`src/rtl/key_conditioner.sv`:
```
// Push-button conditioner: polarity fix, 2-flop synchronizer, per-key debounce,
// and registered level, press/release pulses plus an optional auto-repeat train.
module key_conditioner #(
  parameter int N_KEYS          = 4,
  parameter int KEY_ACTIVE_LOW  = 1,
  parameter int DEBOUNCE_CYCLES = 250000,
  parameter int REPEAT_EN       = 1,
  parameter int REPEAT_DELAY    = 25000000,
  parameter int REPEAT_PERIOD   = 5000000
) (
  input  logic              clk,
  input  logic              reset,
  input  logic [N_KEYS-1:0] keys_in,
  output logic [N_KEYS-1:0] keys_level,
  output logic [N_KEYS-1:0] keys_press,
  output logic [N_KEYS-1:0] keys_release,
  output logic [N_KEYS-1:0] keys_repeat
);

  localparam int DW      = $clog2(DEBOUNCE_CYCLES + 1);
  localparam int REP_MAX = (REPEAT_DELAY > REPEAT_PERIOD) ? REPEAT_DELAY : REPEAT_PERIOD;
  localparam int RW      = $clog2(REP_MAX + 1);

  localparam logic [DW-1:0] DEB_LAST = DW'(DEBOUNCE_CYCLES - 1);
  localparam logic [RW-1:0] DLY_LAST = RW'(REPEAT_DELAY - 1);
  localparam logic [RW-1:0] PER_LAST = RW'(REPEAT_PERIOD - 1);

  typedef enum logic [1:0] {
    ST_IDLE,
    ST_DELAY,
    ST_REPEAT
  } rep_state_t;

  logic [N_KEYS-1:0] w_raw;
  logic [N_KEYS-1:0] w_accept;
  logic [N_KEYS-1:0] w_press_evt;
  logic [N_KEYS-1:0] w_release_evt;

  logic [N_KEYS-1:0] r_s1;
  logic [N_KEYS-1:0] r_s2;
  logic [N_KEYS-1:0] r_level;
  logic [N_KEYS-1:0] r_press;
  logic [N_KEYS-1:0] r_release;
  logic [N_KEYS-1:0] r_repeat;
  logic [DW-1:0]     r_cnt   [N_KEYS];
  logic [RW-1:0]     r_rcnt  [N_KEYS];
  rep_state_t        r_state [N_KEYS];

  // Inversion sits ahead of the synchronizer so both flops reset to "not pressed".
  assign w_raw = (KEY_ACTIVE_LOW != 0) ? ~keys_in : keys_in;

  // NOTE: every always_comb output gets a default first so no latch is inferred.
  always_comb begin
    w_accept = '0;
    for (int i = 0; i < N_KEYS; i++) begin
      w_accept[i] = (r_s2[i] != r_level[i]) && (r_cnt[i] == DEB_LAST);
    end
  end

  assign w_press_evt   = w_accept &  r_s2;
  assign w_release_evt = w_accept & ~r_s2;

  // NOTE: sequential state uses non-blocking assignments only; the counter arrays
  // are ordinary flops, not RAM, so they are cleared by reset like everything else.
  always_ff @(posedge clk) begin
    if (!reset) begin
      r_s1      <= '0;
      r_s2      <= '0;
      r_level   <= '0;
      r_press   <= '0;
      r_release <= '0;
      r_repeat  <= '0;
      for (int i = 0; i < N_KEYS; i++) begin
        r_cnt[i]   <= '0;
        r_rcnt[i]  <= '0;
        r_state[i] <= ST_IDLE;
      end
    end else begin
      r_s1      <= w_raw;
      r_s2      <= r_s1;
      r_press   <= w_press_evt;
      r_release <= w_release_evt;

      for (int i = 0; i < N_KEYS; i++) begin
        // Any return to the accepted level restarts the stability count.
        if (r_s2[i] == r_level[i]) begin
          r_cnt[i] <= '0;
        end else if (r_cnt[i] == DEB_LAST) begin
          r_level[i] <= r_s2[i];
          r_cnt[i]   <= '0;
        end else begin
          r_cnt[i] <= r_cnt[i] + DW'(1);
        end

        r_repeat[i] <= 1'b0;
        // Release wins over an expiring count on the same edge.
        if ((REPEAT_EN == 0) || w_release_evt[i]) begin
          r_state[i] <= ST_IDLE;
          r_rcnt[i]  <= '0;
        end else begin
          case (r_state[i])
            ST_IDLE: begin
              if (w_press_evt[i]) begin
                r_state[i] <= ST_DELAY;
                r_rcnt[i]  <= '0;
              end
            end
            ST_DELAY: begin
              if (r_rcnt[i] == DLY_LAST) begin
                r_repeat[i] <= 1'b1;
                r_rcnt[i]   <= '0;
                r_state[i]  <= ST_REPEAT;
              end else begin
                r_rcnt[i] <= r_rcnt[i] + RW'(1);
              end
            end
            ST_REPEAT: begin
              if (r_rcnt[i] == PER_LAST) begin
                r_repeat[i] <= 1'b1;
                r_rcnt[i]   <= '0;
              end else begin
                r_rcnt[i] <= r_rcnt[i] + RW'(1);
              end
            end
            default: begin
              r_state[i] <= ST_IDLE;
              r_rcnt[i]  <= '0;
            end
          endcase
        end
      end
    end
  end

  assign keys_level   = r_level;
  assign keys_press   = r_press;
  assign keys_release = r_release;
  assign keys_repeat  = r_repeat;

endmodule
```
`config.mk`:
```
export PLATFORM = sky130hd
export DESIGN_NAME = key_conditioner
export DESIGN_NICKNAME = d
export VERILOG_FILES = /design/src/rtl/key_conditioner.sv
export SDC_FILE = /design/constraint.sdc
export NUM_CORES = 1
export LEC_CHECK = 0
export BUFFER_PORTS_ARGS = -buffer_cell sky130_fd_sc_hd__buf_2
export CORE_MARGIN = 5
export CORE_UTILIZATION = 51
export CTS_CLUSTER_DIAMETER = 40
export CTS_CLUSTER_SIZE = 8
export DETAILED_ROUTE_END_ITERATION = 6
export PLACE_DENSITY_LB_ADDON = 0.12
export SLEW_MARGIN = 20
export SYNTH_ARGS = -nofsm -noshare
export SYNTH_HDL_FRONTEND = slang
export SYNTH_SLANG_ARGS = --single-unit
```
`constraint.sdc`:
```
create_clock -name clk -period 5.4 [get_ports clk]
set_clock_uncertainty 0.1 [all_clocks]
set_input_delay 0 -clock clk [delete_from_list [all_inputs] [get_ports clk]]
set_output_delay 0 -clock clk [all_outputs]
set_load 0.005 [all_outputs]
```
After elaboration in Yosys (flattened, before gate mapping):

Memories as Yosys holds them, arrays and structs flattened.
Index checks and enable logic that the tools add are counted.

* register bits: 24
* bits in writable memories: 180
* input port bits: 6
* output and inout port bits: 16
* logic and storage cells: 369
* memories kept: 3

* add/sub/neg operators: 8
* eq/ne operators: 28
* multiplexer cells: 233
* bitwise gates (word level): 65
* reductions and logical operators: 20

Memory list
* r_rcnt: depth 4, bits a word 25, read ports 4, clocked after Yosys merged registers in 0, write ports 4, RTL line 46 `logic [RW-1:0] r_rcnt [N_KEYS];`
* r_cnt: depth 4, bits a word 18, read ports 4, clocked after Yosys merged registers in 0, write ports 4, RTL line 45 `logic [DW-1:0] r_cnt [N_KEYS];`
* r_state: depth 4, bits a word 2, read ports 4, clocked after Yosys merged registers in 0, write ports 4, RTL line 47 `rep_state_t r_state [N_KEYS];`

Operator list (number)
* 25-bit 2-to-1 mux: 28
* 18-bit 2-to-1 mux: 12
* 1-bit 2-to-1 mux: 173
* 25-bit by 1-bit adder with 25-bit output, second input constant: 4
* 25-bit by 23-bit == test with 1-bit output, second input constant: 4
* 25-bit == test, second input constant: 4
* 18-bit by 1-bit adder with 18-bit output, second input constant: 4
* 18-bit == test, second input constant: 4
* 1-bit bitwise OR: 56
* 2-bit 2-to-1 mux: 16
* 3-bit OR reduction: 4
* 4-bit bitwise AND: 2
* 2-bit by 1-bit == test with 1-bit output, second input constant: 4
* 2-bit == test, second input constant: 4
* 2-bit zero test: 4
* 4-bit NOT: 2
* 1-bit one-hot mux with 2 select lines: 4
* 2-bit AND reduction: 4
* 2-bit OR reduction: 4
* 1-bit NOT: 5
* 1-bit == test: 4
* 1-bit logical AND: 4
* 1-bit inequality test: 4

Depth between registers and ports, before layout:

Gate-level depths: netlist of run 1.

* depth in word-level cells: 14
* mapped depth: 9
* gate-level depth less buffers: 7

Least setup slack after synthesis of run 1:

Ideal clock, no wire load.

* kind: register to register
* start point: mem r_rcnt[0][6] (netlist name)
* end point: mem r_rcnt[0][12] (netlist name) (data pin)
* setup time: 0.254 ns
* arrival time: 2.394 ns
* data required time: 5.046 ns
* setup slack: 2.652 ns
* cell stages (with the launch flop): 7
* path buffers: 1
* clock period less this slack: 2.748 ns
* cells stage by stage: edfxtp_1 -> or4_1 -> or4_4 -> o41a_1 -> o21ai_4 -> buf_6 -> nor2_1

RTL lines (RTL line)
* start, declared: 46

==> metrics.md, run 1 <==
| Metric | Value |
|---|---|
| Status | `finished, final reports clean` |
| Worst slew pin tran | `1080 ps` |
| Final #Nets | `1217` |
| Avg WL per Cell | `13.4 um` |
| Worst Hold Launch | `r_s1[2]` |
| Met2 usage | `0.279` |
| DR DRC count | `0` |
| I/O pins | `22` |
| Worst min path class | `flop to flop` |
| Core area | `21200 um^2` |
| First-pass GRT wire length | `35.1 mm` |
| Site row count | `53` |
| Synth Area per Inst | `10.3 um^2` |
| Final setup violation count | `0` |
| Largest registers | `r_rcnt x100, r_cnt x72, r_state x8` |
| Fin crit share | `0.575` |
| Count of cell types in the netlist | `53` |
| Clock latency at the later pin of the worst-skew pair | `500 ps` |
| Area delta synth->final | `16.9%` |
| Met3 Resource Use GR | `0.0326` |
| Area leader, netlist | `edfxtp_1` |
| Most used DFF post-synth | `edfxtp_1` |
| Hold Vio Cnt, Final | `0` |
| Final Instance Area | `12900 um^2` |
| Crit. Startpoint | `r_rcnt[0][6]` |
| Die Y | `157 um` |
| Setup Crit Path Kind | `flop to flop` |
| Ranking of synthesized cells by area | `edfxtp_1 (49%), xnor2_1 (8.3%), nor2_1 (7.3%), dfxtp_1 (4.4%), xor2_1 (3.8%)` |
| Bufs on Longest Clock Path | `3` |
| Total die area | `24600 um^2` |
| Worst vdd ir | `0.259 mV` |
| Starting Density | `0.520` |
| TritonCTS clock tree | `built` |
| Startpoint type of the worst setup path | `flop` |
| Detailed-route via count | `7682` |
| Placed cells | `1413` |
| Final std cells w/o fill | `1491` |
| Max reg flops | `100` |
| Final TNS setup | `0 ps` |
| Max-cap violations | `0` |
| Max Slew Vio Count | `0` |
| CTS Buf Count | `38` |
| Tot Pwr | `0.00423 W` |
| Hold buffer count at cts | `9` |
| CTS resizes | `0` |
| Critical path fanouts, max | `25` |
| N_diodes | `0` |
| GR Overflow Total | `0` |
| 1st-pass router iterations | `4` |
| Synth top area share | `0.491` |
| Grt met1 use | `0.225` |
| Final Util | `0.608` |
| Most flops, register | `r_rcnt` |
| Post-Syn Area | `11000 um^2` |
| Peak Freq | `0.322 GHz` |
| Dpl cell area | `11600 um^2` |
| Cell Pwr Density | `329 nW/um^2` |
| Mapped Cells | `1073` |
| First DRT Iteration DRCs | `415` |
| Root Buffer | `clkbuf_16` |
| Ys async rst share | `0` |
| H-tree levels | `2` |
| Die X | `157 um` |
| Gr usage total | `0.169` |
| Crit path required time | `5520 ps` |
| Clock-pin slew on the worst setup and hold paths | `50 ps` |
| Post-synth EDFFs | `180` |
| Post-CTS setup buffer count | `0` |
| Seq/Total Area, Yosys | `0.535` |
| Hpwl dp | `13.4 mm` |
| WP data arrival | `3230 ps` |
| Initial antenna violation count | `0` |
| Synth Warn # | `0` |
| Vias per inst | `5.15` |
| Layout cells sized above 1 | `0.0806` |
| Clock Sink Count | `204` |
| Vias in the first global route | `7572` |
| Filler cells | `1809` |
| Synthesis-stage register bit count | `204` |
| Crit. End Element | `flop` |
| Count of input and output buffers | `21` |
| Leak | `4.50 nW` |
| Maximum number of pins on one net before global-route repair | `33` |
| R2R Path Start | `r_rcnt[0][6]` |
| Busiest grt layer | `met2` |
| Rel. slew slack | `0.282` |
| Detailed Route WL | `20.0 mm` |
| Final min period | `3110 ps` |
| ANT nets after route | `0` |
| Gpl congestion | `0.805` |
| RSZ-0062 raised after global routing | `no` |
## worst max-delay path, cell delays in order (launching register included)
cell and delay (ps):
edfxtp_1 460, or4_1 550, or4_4 540, o41a_1 470, o21ai_4 590, nor2_1 120
## metrics by stage
stage / hold WS, ps / setup slack [ps]
CTS: 330 / 2280
detailed placement: 63.5 / 2280
global placement: 55.9 / 2320
global route: 350 / 2120
floorplan: -28.4 / 2650
finish: 328 / 2290
## area by class of cell
type | instances | area, um^2 | share of cell area
inverters | 40 | 150 | 0.0117
clock inverters | 20 | 138 | 0.0107
flip-flops and latches | 204 | 5890 | 0.458
clock buffers | 49 | 1030 | 0.0803
well taps | 275 | 344 | 0.0267
multi-input cells | 870 | 5090 | 0.396
repair buffers | 33 | 218 | 0.0169
## power breakdown
part	total [W]	internal [W]	leakage, nW	switching [W]
registers	0.00191	0.00181	2.12	0.0000929
clock network	0.00214	0.00139	0.568	0.000752
logic	0.000186	0.0000813	1.81	0.000104
total	0.00423	0.00328	4.50	0.000950
## synth_stat cells (all sizes together), types with 7 or more instances
| master | number |
|---|---|
| o21ai | 11 |
| inv | 40 |
| nand2 | 77 |
| and3 | 27 |
| or2 | 9 |
| xor2 | 48 |
| nor2 | 218 |
| nand2b | 8 |
| nand3 | 65 |
| ha | 24 |
| nor3 | 45 |
| nor4 | 20 |
| xnor2 | 104 |
| or4 | 12 |
| a21oi | 7 |
| clkbuf | 25 |
| and2 | 8 |
| and4 | 17 |
| edfxtp | 180 |
| nor2b | 19 |
| nand4 | 29 |
| dfxtp | 24 |
## cells by family after synthesis
| group | synth area share |
|---|---|
| buffers and inverters | 0.0259 |
| adders and majority gates | 0.0273 |
| xor gates and xnor gates | 0.121 |
| muxes | 0.00273 |
| other | 0.000341 |
| and+or+nand+nor | 0.264 |
| AOI/OAI and AO/OA | 0.0239 |
| DFF | 0.535 |
## layer usage
layer / vias to the layer above / wire [um]
met5: - / 0
met4: 0 / 520
met3: 44 / 747
met2: 103 / 9250
met1: 3573 / 9520
li1: 3962 / -
## path summary, 6_finish.rpt
path                    to  slack [ps]  cells after the start
max          r_rcnt[0][16]        2290                      5
max reg2reg  r_rcnt[0][16]        2290                      5
min reg2reg        r_s2[2]         330                      1
min                r_s2[2]         330                      1
## cell usage in the layout (no fill, tap or decap), types with 4 or more instances in the layout
cell type and instances:
a21oi_1 7, and2_1 8, and3_1 27, and4_1 16, buf_2 21, clkbuf_1 8
clkbuf_16 39, clkinv_1 9, clkinv_2 5, conb_1 72, dfxtp_1 24, dlygate4sd3_1 9
edfxtp_1 180, ha_1 24, inv_1 40, nand2_1 77, nand2b_1 8, nand3_1 65
nand4_1 29, nor2_1 214, nor2_2 4, nor2b_1 19, nor3_1 45, nor4_1 20
nor4b_1 5, o21ai_0 10, or2_2 9, or3_1 5, or4_1 11, or4b_2 4
xnor2_1 104, xor2_1 48
Note: power is estimated with default switching activity, not from simulation.
==> inputs of run 2 (changes only) <==
--- a/config.mk
+++ b/config.mk
@@ -5,6 +5,7 @@
 export SDC_FILE = /design/constraint.sdc
 export NUM_CORES = 1
 export LEC_CHECK = 0
+export ABC_AREA = 1
 export BUFFER_PORTS_ARGS = -buffer_cell sky130_fd_sc_hd__buf_2
 export CORE_MARGIN = 5
 export CORE_UTILIZATION = 51
==> constraint.sdc (replaced) <==
create_clock -name clk -period 2.6 [get_ports clk]
set_clock_uncertainty 0.1 [all_clocks]
set_input_delay 0 -clock clk [delete_from_list [all_inputs] [get_ports clk]]
set_output_delay 0 -clock clk [all_outputs]
set_load 0.005 [all_outputs]
==> run 2 against run 1 <==
Via count increased by 44%. Global-route usage increased by 2.9 points. Area after synthesis increased by 17%. Routed wire length increased by 39%. Worst hold slack got worse by 18 ps. Non-clock buffer count increased by 24. Final area increased by 18%. Sequential power increased by 100%. Total power increased by 120%. Clock-buffer cell count increased by 3.
==> metrics.md, run 2 <==
| Metric | Value |
|---|---|
| Post-synth EDFFs | `180 (unchanged)` |
| Commonest cells after routing, fill and taps aside | `nor2_1 (323), nand2_1 (306), inv_1 (230), edfxtp_1 (180), nand3_1 (147) (was nor2_1 (214), edfxtp_1 (180), xnor2_1 (104), nand2_1 (77), conb_1 (72))` |
| Largest registers | `r_rcnt x100, r_cnt x72, r_state x8 (unchanged)` |
| Dpl cell area | `13800 um^2 (was 11600 um^2)` |
| Clock latency at the later pin of the worst-skew pair | `510 ps (was 500 ps)` |
| Synthesis-stage register bit count | `204 (unchanged)` |
| Bufs on Longest Clock Path | `3 (unchanged)` |
| Worst vdd ir | `0.613 mV (was 0.259 mV)` |
| Final Instance Area | `15100 um^2 (was 12900 um^2)` |
| Worst path slowest cell | `or2_4 (was o21ai_4)` |
| Final setup violation count | `0 (unchanged)` |
| Post-synth top cells | `nor2_1 (325), nand2_1 (309), inv_1 (232), edfxtp_1 (180), nand3_1 (147) (was nor2_1 (214), edfxtp_1 (180), xnor2_1 (104), nand2_1 (77), nand3_1 (65))` |
| Layout cells sized above 1 | `0.0964 (was 0.0806)` |
| Setup WS post-layout | `227 ps (was 2290 ps)` |
| Met2 usage | `0.328 (was 0.279)` |
| Ranking of synthesized cells by area | `edfxtp_1 (42%), nor2_1 (9.5%), nand2_1 (9.0%), inv_1 (6.8%), nand3_1 (5.7%) (was edfxtp_1 (49%), xnor2_1 (8.3%), nor2_1 (7.3%), dfxtp_1 (4.4%), xor2_1 (3.8%))` |
| I/O pins | `22 (unchanged)` |
| Vias per inst | `5.12 (was 5.15)` |
| Die X | `169 um (was 157 um)` |
| Synth Area per Inst | `7.77 um^2 (was 10.3 um^2)` |
| Count leader, synth | `nor2_1 (unchanged)` |
| Fin crit share | `0.913 (was 0.575)` |
| Initial antenna violation count | `0 (unchanged)` |
| TritonCTS clock tree | `built (unchanged)` |
| Synth top area share | `0.419 (was 0.491)` |
| Starting Density | `0.515 (was 0.520)` |
| Synth Warn # | `0 (unchanged)` |
| Hold Slack | `310 ps (was 328 ps)` |
| Post-CTS setup buffer count | `0 (unchanged)` |
| ANT nets after route | `0 (unchanged)` |
| Busiest grt layer | `met2 (unchanged)` |
| Post-Syn Area | `12900 um^2 (was 11000 um^2)` |
| CTS Buf Count | `38 (unchanged)` |
| First-pass GRT wire length | `48.4 mm (was 35.1 mm)` |
| Max Slew Vio Count | `0 (unchanged)` |
| Cell Pwr Density | `614 nW/um^2 (was 329 nW/um^2)` |
| Avg WL per Cell | `12.9 um (was 13.4 um)` |
| Gr usage total | `0.198 (was 0.169)` |
| Filler cells | `2275 (was 1809)` |
| Hold depth | `2 (was 1)` |
| Hpwl dp | `19.7 mm (was 13.4 mm)` |
| Place WS | `52.7 ps (was 2280 ps)` |
| Mapped Cells | `1660 (was 1073)` |
| Status | `finished, final reports clean (unchanged)` |
| Critical path fanouts, max | `25 (unchanged)` |
| Vias in the first global route | `10600 (was 7572)` |
| Max reg flops | `100 (unchanged)` |
| Simple-gate portion of the synthesized area | `0.345 (was 0.264)` |
| Post-synthesis mux area share | `0 (was 0.00273)` |
| Largest family of logic cells by synthesized area | `simple AND/OR/NAND/NOR gates (unchanged)` |
| Adder-cell area share of the yosys netlist | `0.0233 (was 0.0273)` |
| GR Overflow Total | `0 (unchanged)` |
| Clock Sink Count | `204 (unchanged)` |
| Count of input and output buffers | `21 (unchanged)` |
| Hold Vio Cnt, Final | `0 (unchanged)` |
| Crit path largest cell delay | `390 ps (was 590 ps)` |
| Leak | `6.23 nW (was 4.50 nW)` |
| Final min period | `2370 ps (was 3110 ps)` |
| Grt met1 use | `0.270 (was 0.225)` |
| Count of cell types in the netlist | `44 (was 53)` |
| Commonest non-fill, non-tap cell in the layout | `nor2_1 (unchanged)` |
| Critical path, cell by cell | `ha_1, nand2_1, nor2_1, nand3_2, nor2_2, nand2_2, nand2_4, inv_2, nand4_1, or2_4 (was or4_1, or4_4, o41a_1, o21ai_4, nor2_1)` |
| Area delta synth->final | `17.3% (was 16.9%)` |
| Register area | `5890 um^2 (unchanged)` |
| Multi-input gate area | `6200 um^2 (was 5090 um^2)` |
| Area leader, netlist | `edfxtp_1 (unchanged)` |
| RSZ-0062 raised after global routing | `no (unchanged)` |
| Root Buffer | `clkbuf_16 (unchanged)` |
| Ys async rst share | `0 (unchanged)` |
| XOR/XNOR share of the synthesized area | `0.0462 (was 0.121)` |
| WP data arrival | `2430 ps (was 3230 ps)` |
| Most flops, register | `r_rcnt (unchanged)` |
| Die Y | `169 um (was 157 um)` |
| Gpl congestion | `0.936 (was 0.805)` |
| Most used DFF post-synth | `edfxtp_1 (unchanged)` |
| Crit path required time | `2660 ps (was 5520 ps)` |
| Startpoint type of the worst setup path | `flop (unchanged)` |
| Total die area | `28600 um^2 (was 24600 um^2)` |
| Clock-pin slew on the worst setup and hold paths | `50 ps (about the same)` |
| Site row count | `58 (was 53)` |
| Met3 Resource Use GR | `0.0290 (was 0.0326)` |
| Detailed-route via count | `11000 (was 7682)` |
| Complex-gate fraction of the synthesized area | `0.0437 (was 0.0239)` |
| Maximum number of pins on one net before global-route repair | `26 (was 33)` |
| Final #Nets | `1830 (was 1217)` |
| N_diodes | `0 (unchanged)` |
| DR DRC count | `0 (unchanged)` |
| Worst R2R Path Depth | `10 (was 5)` |
| Crit. End Element | `flop (unchanged)` |
| 1st-pass router iterations | `5 (was 4)` |
| Max-cap violations | `0 (unchanged)` |
| Worst min path class | `flop to flop (unchanged)` |
| Setup Crit Path Kind | `flop to flop (unchanged)` |
| H-tree levels | `2 (unchanged)` |
| Detailed Route WL | `27.8 mm (was 20.0 mm)` |
| Seq/Total Area, Yosys | `0.457 (was 0.535)` |
| First DRT Iteration DRCs | `647 (was 415)` |
| Core area | `25000 um^2 (was 21200 um^2)` |
| Peak Freq | `0.421 GHz (was 0.322 GHz)` |
| FF-to-FF setup slack | `230 ps (was 2290 ps)` |
[run 2: metal layers]
layer	vias up	wire length [um]
met3	56	1180
met2	227	12800
met1	5060	13100
met4	0	609
met5	-	0
li1	5696	-
[run 2: cell type report]
class	count	share of cell area
well taps	330	0.0273
multi-input cells	1256	0.410
flip-flops and latches	204	0.389
repair buffers	57	0.0296
clock inverters	14	0.00985
inverters	243	0.0603
clock buffers	52	0.0732
[run 2: cells by family (layout without fill, tap and decap cells)]
logic type	Yosys count	count (layout)
DFF	204	204
other	1	72
xor gates and xnor gates	68	68
and+or+nand+nor	990	990
AOI/OAI and AO/OA	102	102
adders and majority gates	24	24
buffers and inverters	271	366
[run 2: critical path: cells and delay by family (launching register included)]
family | cells | cell delay (ps)
and+or+nand+nor | 8 | 1310
DFF | 1 | 370
adders and majority gates | 1 | 180
buffers and inverters | 1 | 60
[run 2: path summary, 6_finish.rpt]
path | start | to
max reg2reg | r_cnt[0][0] | r_rcnt[0][24]
min reg2reg | r_s1[2] | r_s2[2]
max | r_cnt[0][0] | r_rcnt[0][24]
min | r_s1[2] | r_s2[2]
[run 2: where the power goes]
group | switching, W | internal [W]
clock network | 0.00157 | 0.00324
registers | 0.000166 | 0.00374
logic | 0.000373 | 0.000190
total | 0.00211 | 0.00717
[run 2: per-stage QoR]
stage,util,std cells,total power [W],setup TNS (ps)
after floorplan,-,1731,0.00433,-331
after global placement,0.550,2081,0.00450,0
final,0.604,2156,0.00928,0
after global routing,0.604,2156,0.00965,0
after detailed placement,0.550,2081,0.00451,0
after CTS,0.604,2156,0.00937,0
[run 2: timing repair]
action | CTS | global route
gates resized for setup | 0 | 2
hold buffers | 9 | 0
setup endpoints to repair | 0 | 28
endpoints found under the hold margin | 16 | 0
==> inputs of run 3 (changes only) <==
==> constraint.sdc (replaced) <==
create_clock -name clk -period 2.8 [get_ports clk]
set_clock_uncertainty 0.1 [all_clocks]
set_input_delay 0 -clock clk [delete_from_list [all_inputs] [get_ports clk]]
set_output_delay 0 -clock clk [all_outputs]
set_load 0.005 [all_outputs]
==> run 3 against run 2 <==
Clock power is 6.0% lower. Core utilization is 0.29 points lower. Sequential share of layout area is 0.19 points higher. Via count is 1.4% lower. First-iteration DRC count is 17% higher. Largest power group unchanged. Worst hold slack worse by 110 ps. Fmax is 6.7% lower. Cell count hardly changed.
==> metrics.md, run 3 (synthesis results as in run 2) <==
| Metric | Value |
|---|---|
| Root Buffer | `clkbuf_16 (unchanged)` |
| Commonest cells after routing, fill and taps aside | `nor2_1 (325), nand2_1 (309), inv_1 (232), edfxtp_1 (180), nand3_1 (147) (was nor2_1 (323), nand2_1 (306), inv_1 (230), edfxtp_1 (180), nand3_1 (147))` |
| Max Slew Vio Count | `0 (unchanged)` |
| Setup Crit Path Kind | `flop to flop (unchanged)` |
| Clock latency at the later pin of the worst-skew pair | `500 ps (was 510 ps)` |
| First DRT Iteration DRCs | `757 (was 647)` |
| Clock-pin slew on the worst setup and hold paths | `50 ps (about the same)` |
| FF-to-FF setup slack | `260 ps (was 230 ps)` |
| Crit path largest cell delay | `580 ps (was 390 ps)` |
| Area delta synth->final | `16.7% (was 17.3%)` |
| Gr usage total | `0.198 (about the same)` |
| GR Overflow Total | `0 (unchanged)` |
| Max reg flops | `100 (unchanged)` |
| Bufs on Longest Clock Path | `3 (unchanged)` |
| I/O pins | `22 (unchanged)` |
| Worst min path class | `input port to flop (was flop to flop)` |
| Worst R2R Path Depth | `8 (was 10)` |
| Total die area | `28600 um^2 (unchanged)` |
| Worst path slowest cell | `or2_2 (was or2_4)` |
| Buf/Inv on CP | `0 (was 1)` |
| Peak Freq | `0.393 GHz (was 0.421 GHz)` |
| Final TNS setup | `0 ps (unchanged)` |
| CTS resizes | `0 (unchanged)` |
| Count of input and output buffers | `21 (unchanged)` |
| Vias in the first global route | `10500 (was 10600)` |
| Final #Nets | `1827 (was 1830)` |
| Die X | `169 um (unchanged)` |
| Site row count | `58 (unchanged)` |
| Crit. End Element | `flop (unchanged)` |
| TritonCTS clock tree | `built (unchanged)` |
| Final setup violation count | `0 (unchanged)` |
| Critical path depth | `8 (was 10)` |
| Initial antenna violation count | `0 (unchanged)` |
| Hold depth | `4 (was 2)` |
| Max-cap violations | `0 (unchanged)` |
| Hold Vio Cnt, Final | `0 (unchanged)` |
| Critical path fanouts, max | `25 (unchanged)` |
| Final Util | `0.601 (was 0.604)` |
| RSZ-0062 raised after global routing | `no (unchanged)` |
| Clock Sink Count | `204 (unchanged)` |
| Avg WL per Cell | `13.1 um (was 12.9 um)` |
| Largest registers | `r_rcnt x100, r_cnt x72, r_state x8 (unchanged)` |
| WP data arrival | `2560 ps (was 2430 ps)` |
| CTS Buf Count | `39 (was 38)` |
| Status | `finished, final reports clean (unchanged)` |
| DR DRC count | `0 (unchanged)` |
| Gpl congestion | `0.919 (was 0.936)` |
| Startpoint type of the worst setup path | `flop (unchanged)` |
| Critical path, cell by cell | `ha_1, nand3_1, nor2_1, nand3_1, nor2_1, nand2_1, nand4_1, or2_2 (was ha_1, nand2_1, nor2_1, nand3_2, nor2_2, nand2_2, nand2_4, inv_2, nand4_1, or2_4)` |
| Worst slew pin tran | `672 ps` |
| Most flops, register | `r_rcnt (unchanged)` |
| Worst vdd ir | `0.583 mV (was 0.613 mV)` |
| Hpwl dp | `20.1 mm (was 19.7 mm)` |
| Vias per inst | `5.05 (was 5.12)` |
| Leak | `6.21 nW (was 6.23 nW)` |
| Cell Pwr Density | `575 nW/um^2 (was 614 nW/um^2)` |
| ANT nets after route | `0 (unchanged)` |
| H-tree levels | `2 (unchanged)` |
| Final min period | `2540 ps (was 2370 ps)` |
| Core area | `25000 um^2 (unchanged)` |
| Layout cells sized above 1 | `0.0915 (was 0.0964)` |
| Detailed-route via count | `10900 (was 11000)` |
| Detailed Route WL | `28.1 mm (was 27.8 mm)` |
| Crit path required time | `2820 ps (was 2660 ps)` |
| Starting Density | `0.515 (unchanged)` |
| Commonest non-fill, non-tap cell in the layout | `nor2_1 (unchanged)` |
| Kind of cell adding the most delay to the critical path | `simple AND/OR/NAND/NOR gates (unchanged)` |
| Die Y | `169 um (unchanged)` |
| N_diodes | `0 (unchanged)` |
| Maximum number of pins on one net before global-route repair | `27 (was 26)` |
| First-pass GRT wire length | `48.1 mm (was 48.4 mm)` |
| Rel. slew slack | `0.552` |
| Fin crit share | `0.908 (was 0.913)` |
| 1st-pass router iterations | `5 (unchanged)` |
-- run 3: timing repair --
item | in CTS | in global routing
endpoints found under the hold margin | 16 | 0
buffers inserted | 0 | 0
hold buffers | 9 | 0
-- run 3: metrics by stage --
stage	worst slack (ps)	instances	instance area (um^2)	hold slack (ps)	total power (W)
final	257	2155	15000	196	0.00866
after global routing	1.52	2155	15000	211	0.00901
after CTS	252	2155	15000	176	0.00875
after detailed placement	270	2077	13700	60.3	0.00417
after global placement	335	2077	13700	57.9	0.00417
after floorplan	122	1731	13200	-27.6	0.00402
-- run 3: final timing paths --
kind | from | end
worst min-delay path | reset | r_s2[1]
worst max-delay path | r_rcnt[1][0] | r_rcnt[1][2]
worst min register to register | r_s1[3] | r_s2[3]
worst max register to register | r_rcnt[1][0] | r_rcnt[1][2]
-- run 3: area by class of cell --
cell class,instances,area (um^2)
inverter,243,912
multi-input combinational,1256,6180
fill,2283,9990
timing repair buffer,53,368
clock buffer,56,1140
clock inverter,13,143
tap,330,413
sequential,204,5890
-- run 3: power breakdown --
| part | total [W] | leakage (nW) | switching [W] | internal, W |
|---|---|---|---|---|
| Clock | 0.00452 | 0.628 | 0.00144 | 0.00308 |
| Combinational | 0.000515 | 3.48 | 0.000350 | 0.000165 |
| Sequential | 0.00362 | 2.11 | 0.000149 | 0.00347 |
-- run 3: layer usage --
metal | share of wire | routed length, um | global-route usage | up-vias
met2 | 0.45 | 12800 | 0.328 | 220
met1 | 0.48 | 13400 | 0.269 | 4931
met5 | 0 | 0 | 0 | -
met3 | 0.047 | 1310 | 0.0339 | 47
met4 | 0.022 | 624 | 0.0592 | 0
li1 | - | - | - | 5684
-- run 3: worst register-to-register path, stage by stage (launching register included) --
cell	delay (ps)
edfxtp_1	430
ha_1	220
nand3_1	130
nor2_1	230
nand3_1	160
nor2_1	120
nand2_1	80
nand4_1	120
or2_2	580
